===== config.mk =====
export PLATFORM = sky130hd
export DESIGN_NAME = alu_op_issue
export DESIGN_NICKNAME = d
export VERILOG_FILES = /design/src/rtl/alu_op_issue.sv
export SDC_FILE = /design/constraint.sdc
export NUM_CORES = 1
export LEC_CHECK = 0
export CORE_ASPECT_RATIO = 0.8
export CORE_MARGIN = 2
export CORE_UTILIZATION = 54
export DETAILED_ROUTE_END_ITERATION = 12
export GPL_TIMING_DRIVEN = 0
export HOLD_SLACK_MARGIN = 0.06
export PLACE_DENSITY = 0.88
export SYNTH_ARGS = -nofsm -noshare
export SYNTH_HDL_FRONTEND = slang
export SYNTH_SLANG_ARGS = --single-unit

===== constraint.sdc =====
create_clock -name clk -period 18.1 [get_ports clk]
set_input_delay 3.62 -clock clk [delete_from_list [all_inputs] [get_ports clk]]
set_output_delay 3.62 -clock clk [all_outputs]
set_load 0.1 [all_outputs]

===== src/rtl/alu_op_issue.sv =====
// RV64I ALU issue stage: 2-entry skid FIFO, op decode, registered operands, branch redirect/flush.
// Acceptance to op_valid is 2 edges; op/operands hold while op_valid && !op_ready, in_ready drops on full or taken-branch flush.

// Generic synchronous FIFO: 0-cycle head visibility, push refused by caller when full.
// Flush empties it at the next edge and overrides any push/pop in the same cycle.
module sync_fifo #(
   parameter int WIDTH = 8,
   parameter int DEPTH = 2
) (
   input  logic             clk,
   input  logic             reset,
   input  logic             flush,
   input  logic             push,
   input  logic [WIDTH-1:0] push_dat,
   input  logic             pop,
   output logic [WIDTH-1:0] head_dat,
   output logic             full,
   output logic             empty
);
   localparam int AW = (DEPTH > 1) ? $clog2(DEPTH) : 1;

   logic [WIDTH-1:0] mem [DEPTH];
   logic [AW-1:0]    wr_ptr;
   logic [AW-1:0]    rd_ptr;
   logic [AW:0]      count;

   always_ff @(posedge clk) begin
      if (push && !flush) mem[wr_ptr] <= push_dat;
   end

   always_ff @(posedge clk) begin
      if (reset || flush) begin
         wr_ptr <= '0;
         rd_ptr <= '0;
         count  <= '0;
      end else begin
         if (push) wr_ptr <= (wr_ptr == AW'(DEPTH-1)) ? '0 : wr_ptr + AW'(1);
         if (pop)  rd_ptr <= (rd_ptr == AW'(DEPTH-1)) ? '0 : rd_ptr + AW'(1);
         case ({push, pop})
            2'b10:   count <= count + (AW+1)'(1);
            2'b01:   count <= count - (AW+1)'(1);
            default: count <= count;
         endcase
      end
   end

   assign head_dat = mem[rd_ptr];
   assign full     = (count == (AW+1)'(DEPTH));
   assign empty    = (count == '0);
endmodule

module alu_op_issue #(
   parameter int XLEN       = 64,
   parameter int FIFO_DEPTH = 2
) (
   input  logic            clk,
   input  logic            reset,
   input  logic            in_valid,
   output logic            in_ready,
   input  logic [31:0]     in_instr,
   input  logic [XLEN-1:0] in_pc,
   input  logic [XLEN-1:0] in_rs1,
   input  logic [XLEN-1:0] in_rs2,
   output logic            op_valid,
   input  logic            op_ready,
   output logic [3:0]      Alu_opr,
   output logic [XLEN-1:0] IP_data1,
   output logic [XLEN-1:0] IP_data2,
   input  logic            is_br_taken,
   output logic            redirect_valid,
   output logic [XLEN-1:0] redirect_pc,
   output logic            illegal_instr
);
   localparam logic [6:0] OPC_OP  = 7'b0110011;
   localparam logic [6:0] OPC_IMM = 7'b0010011;
   localparam logic [6:0] OPC_BR  = 7'b1100011;

   typedef struct packed {
      logic [31:0]     instr;
      logic [XLEN-1:0] pc;
      logic [XLEN-1:0] rs1;
      logic [XLEN-1:0] rs2;
   } entry_t;

   entry_t          in_entry;
   entry_t          head;
   logic            fifo_full, fifo_empty;
   logic            fire, flush_now, load_slot, pop, load, push;
   logic            br_q;
   logic [XLEN-1:0] tgt_q;

   logic [6:0]      opcode;
   logic [2:0]      funct3;
   logic [6:0]      funct7;
   logic [XLEN-1:0] i_imm, b_imm, shamt;
   logic [3:0]      dec_opr;
   logic            dec_legal, dec_br;
   logic [XLEN-1:0] dec_d2;
   logic            unused_rs1_idx;

   assign in_entry = '{instr: in_instr, pc: in_pc, rs1: in_rs1, rs2: in_rs2};

   sync_fifo #(.WIDTH($bits(entry_t)), .DEPTH(FIFO_DEPTH)) u_fifo (
      .clk      (clk),
      .reset    (reset),
      .flush    (flush_now),
      .push     (push),
      .push_dat (in_entry),
      .pop      (pop),
      .head_dat (head),
      .full     (fifo_full),
      .empty    (fifo_empty)
   );

   assign opcode         = head.instr[6:0];
   assign funct3         = head.instr[14:12];
   assign funct7         = head.instr[31:25];
   assign i_imm          = {{(XLEN-12){head.instr[31]}}, head.instr[31:20]};
   assign b_imm          = {{(XLEN-13){head.instr[31]}}, head.instr[31], head.instr[7],
                            head.instr[30:25], head.instr[11:8], 1'b0};
   assign shamt          = {{(XLEN-6){1'b0}}, head.instr[25:20]};
   assign unused_rs1_idx = ^head.instr[19:15];

   always_comb begin
      dec_opr   = 4'b1111;
      dec_legal = 1'b0;
      dec_br    = 1'b0;
      dec_d2    = head.rs2;
      case (opcode)
         OPC_OP: begin
            dec_legal = 1'b1;
            case ({funct7, funct3})
               {7'h00, 3'b000}: dec_opr = 4'b0000;
               {7'h20, 3'b000}: dec_opr = 4'b0001;
               {7'h00, 3'b001}: dec_opr = 4'b0010;
               {7'h00, 3'b100}: dec_opr = 4'b0011;
               {7'h00, 3'b101}: dec_opr = 4'b0100;
               {7'h00, 3'b110}: dec_opr = 4'b0101;
               {7'h00, 3'b111}: dec_opr = 4'b0110;
               default:         dec_legal = 1'b0;
            endcase
         end
         OPC_IMM: begin
            dec_legal = 1'b1;
            dec_d2    = i_imm;
            case (funct3)
               3'b000: dec_opr = 4'b0000;
               3'b100: dec_opr = 4'b0011;
               3'b110: dec_opr = 4'b0101;
               3'b111: dec_opr = 4'b0110;
               3'b001: begin
                  dec_opr   = 4'b0010;
                  dec_d2    = shamt;
                  dec_legal = (head.instr[31:26] == 6'b0);
               end
               3'b101: begin
                  dec_opr   = 4'b0100;
                  dec_d2    = shamt;
                  dec_legal = (head.instr[31:26] == 6'b0);
               end
               default: dec_legal = 1'b0;
            endcase
         end
         OPC_BR: begin
            dec_legal = 1'b1;
            dec_br    = 1'b1;
            case (funct3)
               3'b000:  dec_opr = 4'b0111;
               3'b001:  dec_opr = 4'b1000;
               3'b100:  dec_opr = 4'b1001;
               3'b101:  dec_opr = 4'b1010;
               default: begin
                  dec_legal = 1'b0;
                  dec_br    = 1'b0;
               end
            endcase
         end
         default: dec_legal = 1'b0;
      endcase
   end

   // A taken branch blocks the head move and any enqueue in its consume cycle.
   assign fire      = op_valid && op_ready;
   assign flush_now = fire && br_q && !is_br_taken;
   assign load_slot = !op_valid || fire;
   assign pop       = load_slot && !fifo_empty && !flush_now;
   assign load      = pop && dec_legal;
   assign in_ready  = !reset && !fifo_full && !flush_now;
   assign push      = in_valid && in_ready;

   always_ff @(posedge clk) begin
      if (reset) begin
         op_valid       <= 1'b0;
         Alu_opr        <= 4'b1111;
         IP_data1       <= '0;
         IP_data2       <= '0;
         br_q           <= 1'b0;
         tgt_q          <= '0;
         redirect_valid <= 1'b0;
         redirect_pc    <= '0;
         illegal_instr  <= 1'b0;
      end else begin
         redirect_valid <= flush_now;
         illegal_instr  <= pop && !dec_legal;
         if (flush_now) redirect_pc <= tgt_q;
         if (flush_now) begin
            op_valid <= 1'b0;
            Alu_opr  <= 4'b1111;
            br_q     <= 1'b0;
         end else if (load) begin
            op_valid <= 1'b1;
            Alu_opr  <= dec_opr;
            IP_data1 <= head.rs1;
            IP_data2 <= dec_d2;
            br_q     <= dec_br;
            tgt_q    <= head.pc + b_imm;
         end else if (fire) begin
            op_valid <= 1'b0;
            Alu_opr  <= 4'b1111;
            br_q     <= 1'b0;
         end
      end
   end
endmodule


==> results.json, run 1 <==
{
  "status": "finished, final reports clean",
  "overflow": 0,
  "cts.path.max_buffers": 3,
  "cpMaxStageDelayCell": "clkdlybuf4s50_1",
  "setup_tns_ns": 0,
  "p_total_mw": 4.57,
  "setup_viol_count_final": 0,
  "clock-sinks": 707,
  "syn_area_mm2": 0.0290,
  "post_cts_resized": 0,
  "gp_congestion": 0.946,
  "ios": 429,
  "yosysWarnings": 0,
  "initial_utilization": 0.550,
  "antenna_found_initial": 9,
  "die_y_um": 211,
  "dp_cells": 3521,
  "cpPeakStageDelay_ns": 1.25,
  "hold_viol_final": 0,
  "fin_skew_ns": 0.0310,
  "synth_flop_cell": "edfxtp_1",
  "synthDistinctLibCells": 80,
  "p_leak_nw": 12.9,
  "final_common_cell": "edfxtp_1",
  "cp_cell_sequence": "clkdlybuf4s50_1 -> and2_1 -> nand3b_1 -> nand2_1 -> a21oi_1 -> clkdlybuf4s50_1",
  "muxShareOfSynthArea": 0.0801,
  "slew_headroom": 0.103,
  "yosys.area.top_type": "edfxtp_1",
  "vias": 21700,
  "first_global_vias": 21800,
  "utilization": 0.696,
  "synth_top_family_by_area": "compound AO/OA/AOI/OAI gates",
  "via_per_inst": 5.95,
  "cp-end-kind": "output pin",
  "portBuffers": 423,
  "cap_violations": 0,
  "worst_pin_slew_ns": 1.35,
  "grt_max_degree": 54,
  "cts_setup_buffers": 0,
  "vdd.ir_drop.worst_mv": 0.0954,
  "synth-seq-cells": 707,
  "fmax_mhz": 100,
  "drt_iter0_drc": 2476,
  "hold_path.class": "flip-flop to flip-flop",
  "final_cells": 3652,
  "avgSynthCellArea_um2": 12.2,
  "rsz0062_at_grt": "no",
  "period_share": 0.552,
  "crit_path_start_kind": "primary input",
  "fin_ws_ns": 8.11,
  "path_common_cell": "clkdlybuf4s50_1",
  "nNetsFinal": 3191,
  "syn_inst": 2389,
  "synth-xor-area-share": 0.0163,
  "yosys-top-cells-area": "edfxtp_1, dfxtp_1, mux2_2",
  "dp_slack_ns": 8.20,
  "layout_common_cells": "edfxtp_1, clkdlybuf4s50_1, nand2_1",
  "maxSlewViolCount": 0,
  "crit_type": "primary input to output pin",
  "async_reset_ff_frac": 0,
  "synth_top_area_frac": 0.453,
  "synthAdderAreaFrac": 0.0278,
  "cts-root-buf": "clkbuf_16",
  "cts-htree-levels": 3,
  "crit_required_ns": 14.48,
  "routed_wl_mm": 84.4,
  "row_count": 75,
  "cp_max_fo": 8,
  "ys_seq_area_frac": 0.639,
  "synth_edf_count": 438,
  "dp_hpwl_mm": 60.0,
  "post_drt_wl_per_cell_um": 23.1,
  "grt_pass1_wl_mm": 127,
  "grtUsageTotal": 0.297,
  "powerDensity_mw_per_mm2": 125,
  "numCtsBuffers": 68,
  "die_width_um": 263,
  "area_growth_pct": 26.5,
  "drcViolationCount": 0,
  "firstDrtPassIters": 5,
  "ant_nets": 0,
  "timing.final.crit_period_ns": 9.99,
  "synth_compound_area_frac": 0.124,
  "synth_fp_nets": 2682,
  "clk_pin_slew_worst_paths_ns": 0.07,
  "cts_tree": "built",
  "worstPathArrival_ns": 6.37,
  "synth-simple-area-share": 0.0884,
  "ctsHoldBuffers": 0,
  "die_area_mm2": 0.0556,
  "drive_gt1_frac": 0.108,
  "coreArea_mm2": 0.0527,
  "clk_latency_ns": 0.63
}
==> report_power, final <==
part	internal, mW	switching [mW]
Clock	0.790	0.627
Sequential	1.79	0.0218
Combinational	0.538	0.808
==> metrics by stage <==
stage	hold slack [ns]	area [µm²]
2_1_floorplan	0.427	29000
3_3_place_gp	0.440	34100
3_5_place_dp	0.446	34500
4_1_cts	0.455	36700
5_1_grt	0.466	36700
6_report	0.450	36700
==> critical path: cells and delay by family <==
kind | cells | cell delay, ns
AO/OA/AOI/OAI | 1 | 0.26
buffers and inverters | 2 | 1.68
AND/OR/NAND/NOR | 3 | 0.80
==> layout make-up <==
| cell class | instances | area (µm²) |
|---|---|---|
| Sequential cell | 707 | 18500 |
| Multi-Input combinational cell | 1512 | 9780 |
| Antenna cell | 5 | 12.5 |
| Fill cell | 3463 | 16000 |
| Clock inverter | 30 | 284 |
| Timing Repair Buffer | 439 | 4570 |
| Inverter | 25 | 93.8 |
| Clock buffer | 96 | 1940 |
| Tap cell | 693 | 867 |
| Buffer | 145 | 629 |
==> worst paths after layout <==
check / from / endpoint / slack (ns) / depth (start not counted)
worst min register to register: tgt_q[60] / redirect_pc[60] / 0.45 / 2
worst min-delay path: tgt_q[60] / redirect_pc[60] / 0.45 / 2
worst max-delay path: op_ready / in_ready / 8.11 / 6
worst max register to register: flip-flop / tgt_q[38] / 11.38 / 18
==> cell usage after synthesis (3+ instances only) <==
cell type	number
a221o_1	4
o22ai_1	3
xor2_1	22
nand4_1	22
mux2i_1	79
o21ai_0	92
nand3b_1	3
mux4_2	5
o2111ai_1	3
a21oi_1	258
a221oi_1	6
o21bai_1	13
o31ai_1	8
nor3_1	16
a21o_1	56
a41oi_1	4
ha_1	63
nor4b_1	4
and2_1	7
nand2_1	338
xnor2_1	32
o21ai_1	10
nand2b_1	6
or3_1	11
buf_1	14
a211oi_1	81
o21a_1	7
mux2_2	125
buf_2	38
clkbuf_1	82
nand3_1	24
nor2b_1	6
clkbuf_2	3
edfxtp_1	438
a21boi_0	3
a31oi_1	7
buf_4	7
inv_1	25
nor4_1	5
nor2_1	135
or4_1	3
dfxtp_1	269
and3_1	8
==> cells by family after synthesis <==
family | after synthesis
AND/OR/NAND/NOR | 599
XOR/XNOR | 54
multiplexers | 210
AO/OA/AOI/OAI | 585
buffers and inverters | 170
flip-flops | 707
adder cells (fa/ha/maj) | 64
==> state kept, by name, indices dropped and copies added (netlist names), 2 cells and up, named ones only <==
register,count
IP_data2,64
u_fifo.mem,438
Alu_opr,4
tgt_q,64
redirect_pc,64
IP_data1,64
u_fifo.count,2
==> routing by layer <==
metal	wire length, µm	vias to the layer above	global-route usage
met1	33200	10500	0.381
met3	8150	234	0.0782
li1	-	9812	-
met2	39400	1166	0.480
met5	75	-	0
met4	3500	10	0.129
No activity file was read; power rests on OpenSTA's default activity.
==> run 2, diff against run 1 <==
- clock period: 18.1 -> 9.5 ns (I/O delays scaled with it)
==> run 2 against run 1 <==
Against the previous run:
- first-iteration DRC count down 0.73%
- clock skew shrank 0.0080 ns
- clock power up 95%
- final cell count barely moved
- sequential share of layout area fell by 0.084 points
- critical path depth increased by 11
- via count is 0.32% higher
- die area unchanged
- clock-buffer cell count is 5 lower
- global-route usage increased by 0.25 points
- worst setup slack got worse by 5.3 ns
- core utilization increased by 0.12 points
==> results.json, run 2 (synthesis results as in run 1) <==
{
  "ios": 429,
  "final_common_cell": "edfxtp_1",
  "r2r-end": "tgt_q[61]",
  "regMostFlops": "u_fifo.mem",
  "cp_max_fo": 10,
  "rsz0062_at_grt": "no",
  "cts_tree": "built",
  "initial_utilization": 0.550,
  "die_width_um": 263,
  "gp_congestion": 0.965,
  "fin_ws_ns": 2.82,
  "post_cts_resized": 0,
  "grtUsageTotal": 0.300,
  "vias": 21800,
  "p_total_mw": 8.80,
  "cts-htree-levels": 3,
  "reg2reg_depth": 17,
  "status": "finished, final reports clean",
  "drt_iter0_drc": 2458,
  "antenna_found_initial": 11,
  "largest_reg_flops": 438,
  "min_from": "tgt_q[60]",
  "crit_path_start_kind": "flip-flop",
  "overflow": 0,
  "powerDensity_mw_per_mm2": 239,
  "cts.path.max_buffers": 3,
  "routed_wl_mm": 85.4,
  "clock-sinks": 707,
  "timing.final.crit_period_ns": 6.68,
  "via_per_inst": 5.96,
  "coreArea_mm2": 0.0527,
  "worst_pin_slew_ns": 1.33,
  "vdd.ir_drop.worst_mv": 0.262,
  "clk_pin_slew_worst_paths_ns": 0.07,
  "clk_latency_ns": 0.63,
  "grt_pass1_wl_mm": 127,
  "cap_violations": 0,
  "final_cells": 3653,
  "layout_common_cells": "edfxtp_1, clkdlybuf4s50_1, nand2_1",
  "first_global_vias": 21700,
  "maxSlewViolCount": 0,
  "r2r_slack_ns": 2.82,
  "post_drt_wl_per_cell_um": 23.4,
  "worstPathArrival_ns": 7.18,
  "hold_path.class": "flip-flop to flip-flop",
  "fmax_mhz": 150,
  "dp_slack_ns": 2.89,
  "grt_max_degree": 54,
  "drcViolationCount": 0,
  "min_to": "redirect_pc[60]",
  "dp_cells": 3520,
  "crit_type": "flip-flop to flip-flop",
  "area_growth_pct": 26.7,
  "drive_gt1_frac": 0.110,
  "crit_required_ns": 10.00,
  "holdWs_ns": 0.447,
  "hold_path_depth": 2,
  "cts_setup_buffers": 0,
  "cp-end-kind": "flip-flop",
  "p_leak_nw": 12.9,
  "dp_hpwl_mm": 60.4,
  "hold_viol_final": 0,
  "firstDrtPassIters": 6,
  "ant_nets": 0,
  "die_y_um": 211,
  "nNetsFinal": 3191,
  "period_share": 0.703,
  "portBuffers": 423,
  "numCtsBuffers": 69,
  "row_count": 75,
  "die_area_mm2": 0.0556,
  "slew_headroom": 0.111,
  "cts-root-buf": "clkbuf_16",
  "fin_skew_ns": 0.0230,
  "setup_viol_count_final": 0,
  "ctsHoldBuffers": 0
}
run 2: metal layers:
| metal | share of wire | up-vias | GRT usage |
|---|---|---|---|
| met1 | 0.39 | 10600 | 0.373 |
| met4 | 0.043 | 8 | 0.132 |
| met3 | 0.095 | 222 | 0.0787 |
| met5 | 0.00064 | - | 0 |
| li1 | - | 9798 | - |
| met2 | 0.48 | 1167 | 0.495 |
run 2: how the worst max path moves through the flow:
stage / cells after the start / slack (ns) / startpoint / endpoint
floorplan: 6 / -1.08 / op_ready / u_fifo.mem[1][0]
global placement: 7 / -3.03 / op_ready / u_fifo.mem[0][163]
global route: 18 / 2.53 / flip-flop / tgt_q[38]
finish: 17 / 2.82 / flip-flop / tgt_q[61]
detailed placement: 18 / 2.89 / flip-flop / tgt_q[38]
CTS: 18 / 2.83 / flip-flop / tgt_q[38]
run 2: cell type report:
type,count,area (µm²)
sequential,707,18500
antenna,6,15.0
tap,693,867
clock inverter,36,394
multi-input combinational,1512,9780
fill,3482,16000
inverter,25,93.8
clock buffer,91,1900
buffer,145,629
timing repair buffer,438,4560
run 2: power by group:
group          switching [mW]  leakage, nW  internal, mW
Sequential             0.0418         6.18          3.41
Combinational            1.55         5.60          1.02
Clock                    1.22         1.13          1.55
run 2: stage by stage:
stage / setup TNS (ns) / util / area [µm²]
CTS: 0 / 0.697 / 36800
detailed placement: 0 / 0.654 / 34500
floorplan: -473.01 / - / 29000
global route: 0 / 0.697 / 36800
global placement: -1310.76 / 0.647 / 34100
finish: 0 / 0.697 / 36800
run 2: worst max-delay path, stage by stage, from the launching register on:
cell and delay [ns]:
dfxtp_1 0.34, buf_4 0.19, buf_4 0.20, clkbuf_1 0.74, buf_1 1.04, buf_1 0.66, mux2_2 0.42, ha_1 0.34
nor2b_1 0.16, o2111ai_1 0.30, a21oi_1 0.16, o311a_1 0.41, o31ai_1 0.65, a2111oi_2 0.15, nor2_1 0.33, o311ai_1 0.18
mux2i_1 0.18, nand2_1 0.07
==> run 3, diff against run 2 <==
- clock period: 9.5 -> 6.3 ns (I/O delays scaled with it)
==> run 3 against run 2 <==
Against the previous run:
- clock-buffer cell count is 1 higher
- global-route usage is 0.12 points lower
- via count is 0.66% lower
- final cell count is 0.11% lower
- largest cell class unchanged
- clock skew is 0.012 ns higher
- clock power is 50% higher
- critical endpoint is now tgt_q[38]
==> results.json, run 3 (synthesis results as in run 1) <==
{
  "vdd.ir_drop.worst_mv": 0.291,
  "p_leak_nw": 12.9,
  "multi_input_area_mm2": 0.00980,
  "largest_reg_flops": 438,
  "r2r-end": "tgt_q[38]",
  "clk_latency_ns": 0.63,
  "crit_required_ns": 6.82,
  "crit_path_start_kind": "flip-flop",
  "routed_wl_mm": 84.5,
  "maxSlewViolCount": 0,
  "reg2reg_depth": 17,
  "r2r_slack_ns": 0.50,
  "final_common_cell": "edfxtp_1",
  "slew_headroom": 0.0887,
  "worstPathArrival_ns": 6.32,
  "firstDrtPassIters": 6,
  "cp_max_fo": 19,
  "hold_path.class": "flip-flop to flip-flop",
  "drt_iter0_drc": 2170,
  "switching_share": 0.318,
  "area_growth_pct": 26.7,
  "status": "finished, final reports clean",
  "p_comb_frac": 0.293,
  "layout_common_cells": "edfxtp_1, clkdlybuf4s50_1, nand2_1",
  "via_per_inst": 5.93,
  "min_to": "tgt_q[48]",
  "drcViolationCount": 0,
  "post_drt_wl_per_cell_um": 23.2,
  "final_cells": 3649,
  "nNetsFinal": 3189,
  "drive_gt1_frac": 0.107,
  "regMostFlops": "u_fifo.mem",
  "antenna_found_initial": 10,
  "grtUsageTotal": 0.298,
  "timing.final.crit_period_ns": 5.80,
  "ios": 429,
  "worst_pin_slew_ns": 1.37,
  "cap_violations": 0,
  "grt_max_degree": 54,
  "num-fill-cells": 3525,
  "rsz0062_at_grt": "no",
  "dp_hpwl_mm": 60.2,
  "gp_congestion": 0.921,
  "ctsHoldBuffers": 0,
  "period_share": 0.920,
  "pwr-share-seq": 0.393,
  "cpMaxStageDelayCell": "clkdlybuf4s15_2",
  "initial_utilization": 0.550,
  "internal_power_mw": 9.03,
  "hold_path_depth": 2,
  "cts-htree-levels": 3,
  "power_frac_clock": 0.314,
  "powerDensity_mw_per_mm2": 360,
  "cpPeakStageDelay_ns": 0.66,
  "fmax_mhz": 173,
  "row_count": 75,
  "clk_pin_slew_worst_paths_ns": 0.06,
  "fin_skew_ns": 0.0345,
  "register_area_mm2": 0.0185,
  "dp_cells": 3521,
  "grt_pass1_wl_mm": 127,
  "vias": 21600,
  "cts-root-buf": "clkbuf_16",
  "setup_tns_ns": 0,
  "min_from": "tgt_q[48]",
  "die_area_mm2": 0.0556,
  "cp-end-kind": "flip-flop",
  "overflow": 0,
  "die_width_um": 263,
  "crit_type": "flip-flop to flip-flop",
  "setup_viol_count_final": 0,
  "clock-sinks": 707,
  "first_global_vias": 21800,
  "cts.path.max_buffers": 3,
  "hold_viol_final": 0,
  "portBuffers": 423,
  "coreArea_mm2": 0.0527,
  "ant_nets": 0,
  "cts_tree": "built",
  "numCtsBuffers": 68,
  "p_switching_mw": 4.21,
  "die_y_um": 211,
  "cp_cell_sequence": "buf_4 -> buf_4 -> clkdlybuf4s15_2 -> buf_1 -> mux2i_1 -> inv_1 -> ha_1 -> a21o_1 -> a21o_1 -> a211oi_1 -> nor3_1 -> o2111ai_1 -> a21oi_1 -> o31ai_1 -> o21ai_1 -> mux2i_1 -> a31o_1"
}
run 3: per-stage QoR:
stage / util / cell area (µm²) / worst slack, ns / total power [mW] / hold slack [ns]
floorplan: - / 29100 / 0.0308 / 8.05 / 0.427
global placement: 0.648 / 34200 / -1.74 / 9.02 / 0.438
detailed placement: 0.654 / 34500 / -0.429 / 9.10 / 0.446
CTS: 0.697 / 36800 / 0.127 / 13.2 / 0.455
global route: 0.698 / 36800 / 0.134 / 13.8 / 0.467
finish: 0.698 / 36800 / 0.504 / 13.2 / 0.453
run 3: layer usage:
metal,GRT usage,up-vias,part of all wire
met5,0,-,0.00088
met4,0.126,10,0.041
met3,0.0821,215,0.091
met2,0.482,1043,0.47
met1,0.382,10500,0.40
li1,-,9827,-
run 3: area by class of cell:
cell class | instances | share of cell area
antenna | 5 | 0.000340
multi-input combinational | 1512 | 0.266
inverter | 25 | 0.00255
timing repair buffer | 439 | 0.125
clock buffer | 92 | 0.0512
tap | 693 | 0.0236
clock inverter | 33 | 0.0102
sequential | 707 | 0.504
buffer | 143 | 0.0171
run 3: worst max-delay path by stage:
stage              start                 end  slack, ns  depth (start not counted)
3_5_place_dp   flip-flop           tgt_q[38]      -0.43                         18
6_report       flip-flop           tgt_q[38]       0.50                         17
5_1_grt        flip-flop           tgt_q[38]       0.13                         17
2_1_floorplan   op_ready    u_fifo.mem[1][0]       0.03                          6
3_3_place_gp    op_ready  u_fifo.mem[1][154]      -1.74                          7
4_1_cts        flip-flop           tgt_q[59]       0.13                         19
run 3: critical path, delay by kind of cell (launching register included):
kind,cells,cell delay (ns)
simple gates,1,0.13
compound gates,8,2.48
flops,1,0.33
buf+inv,5,1.80
fa+ha+maj,1,0.29
mux,2,0.68
run 3: timing repair:
action | CTS | global route
gates resized for setup | 2 | 0
setup buffers | 0 | 0
gates cloned | 0 | 0
endpoints found under the setup margin | 17 | 7
run 3: power groups by stage:
stage               Combinational, mW  Clock (mW)  Sequential (mW)
finish                           3.88        4.16             5.20
floorplan                        2.65           0             5.40
CTS                              3.84        4.19             5.20
detailed placement               3.81           0             5.30
global route                     4.21        4.37             5.21
global placement                 3.70           0             5.33
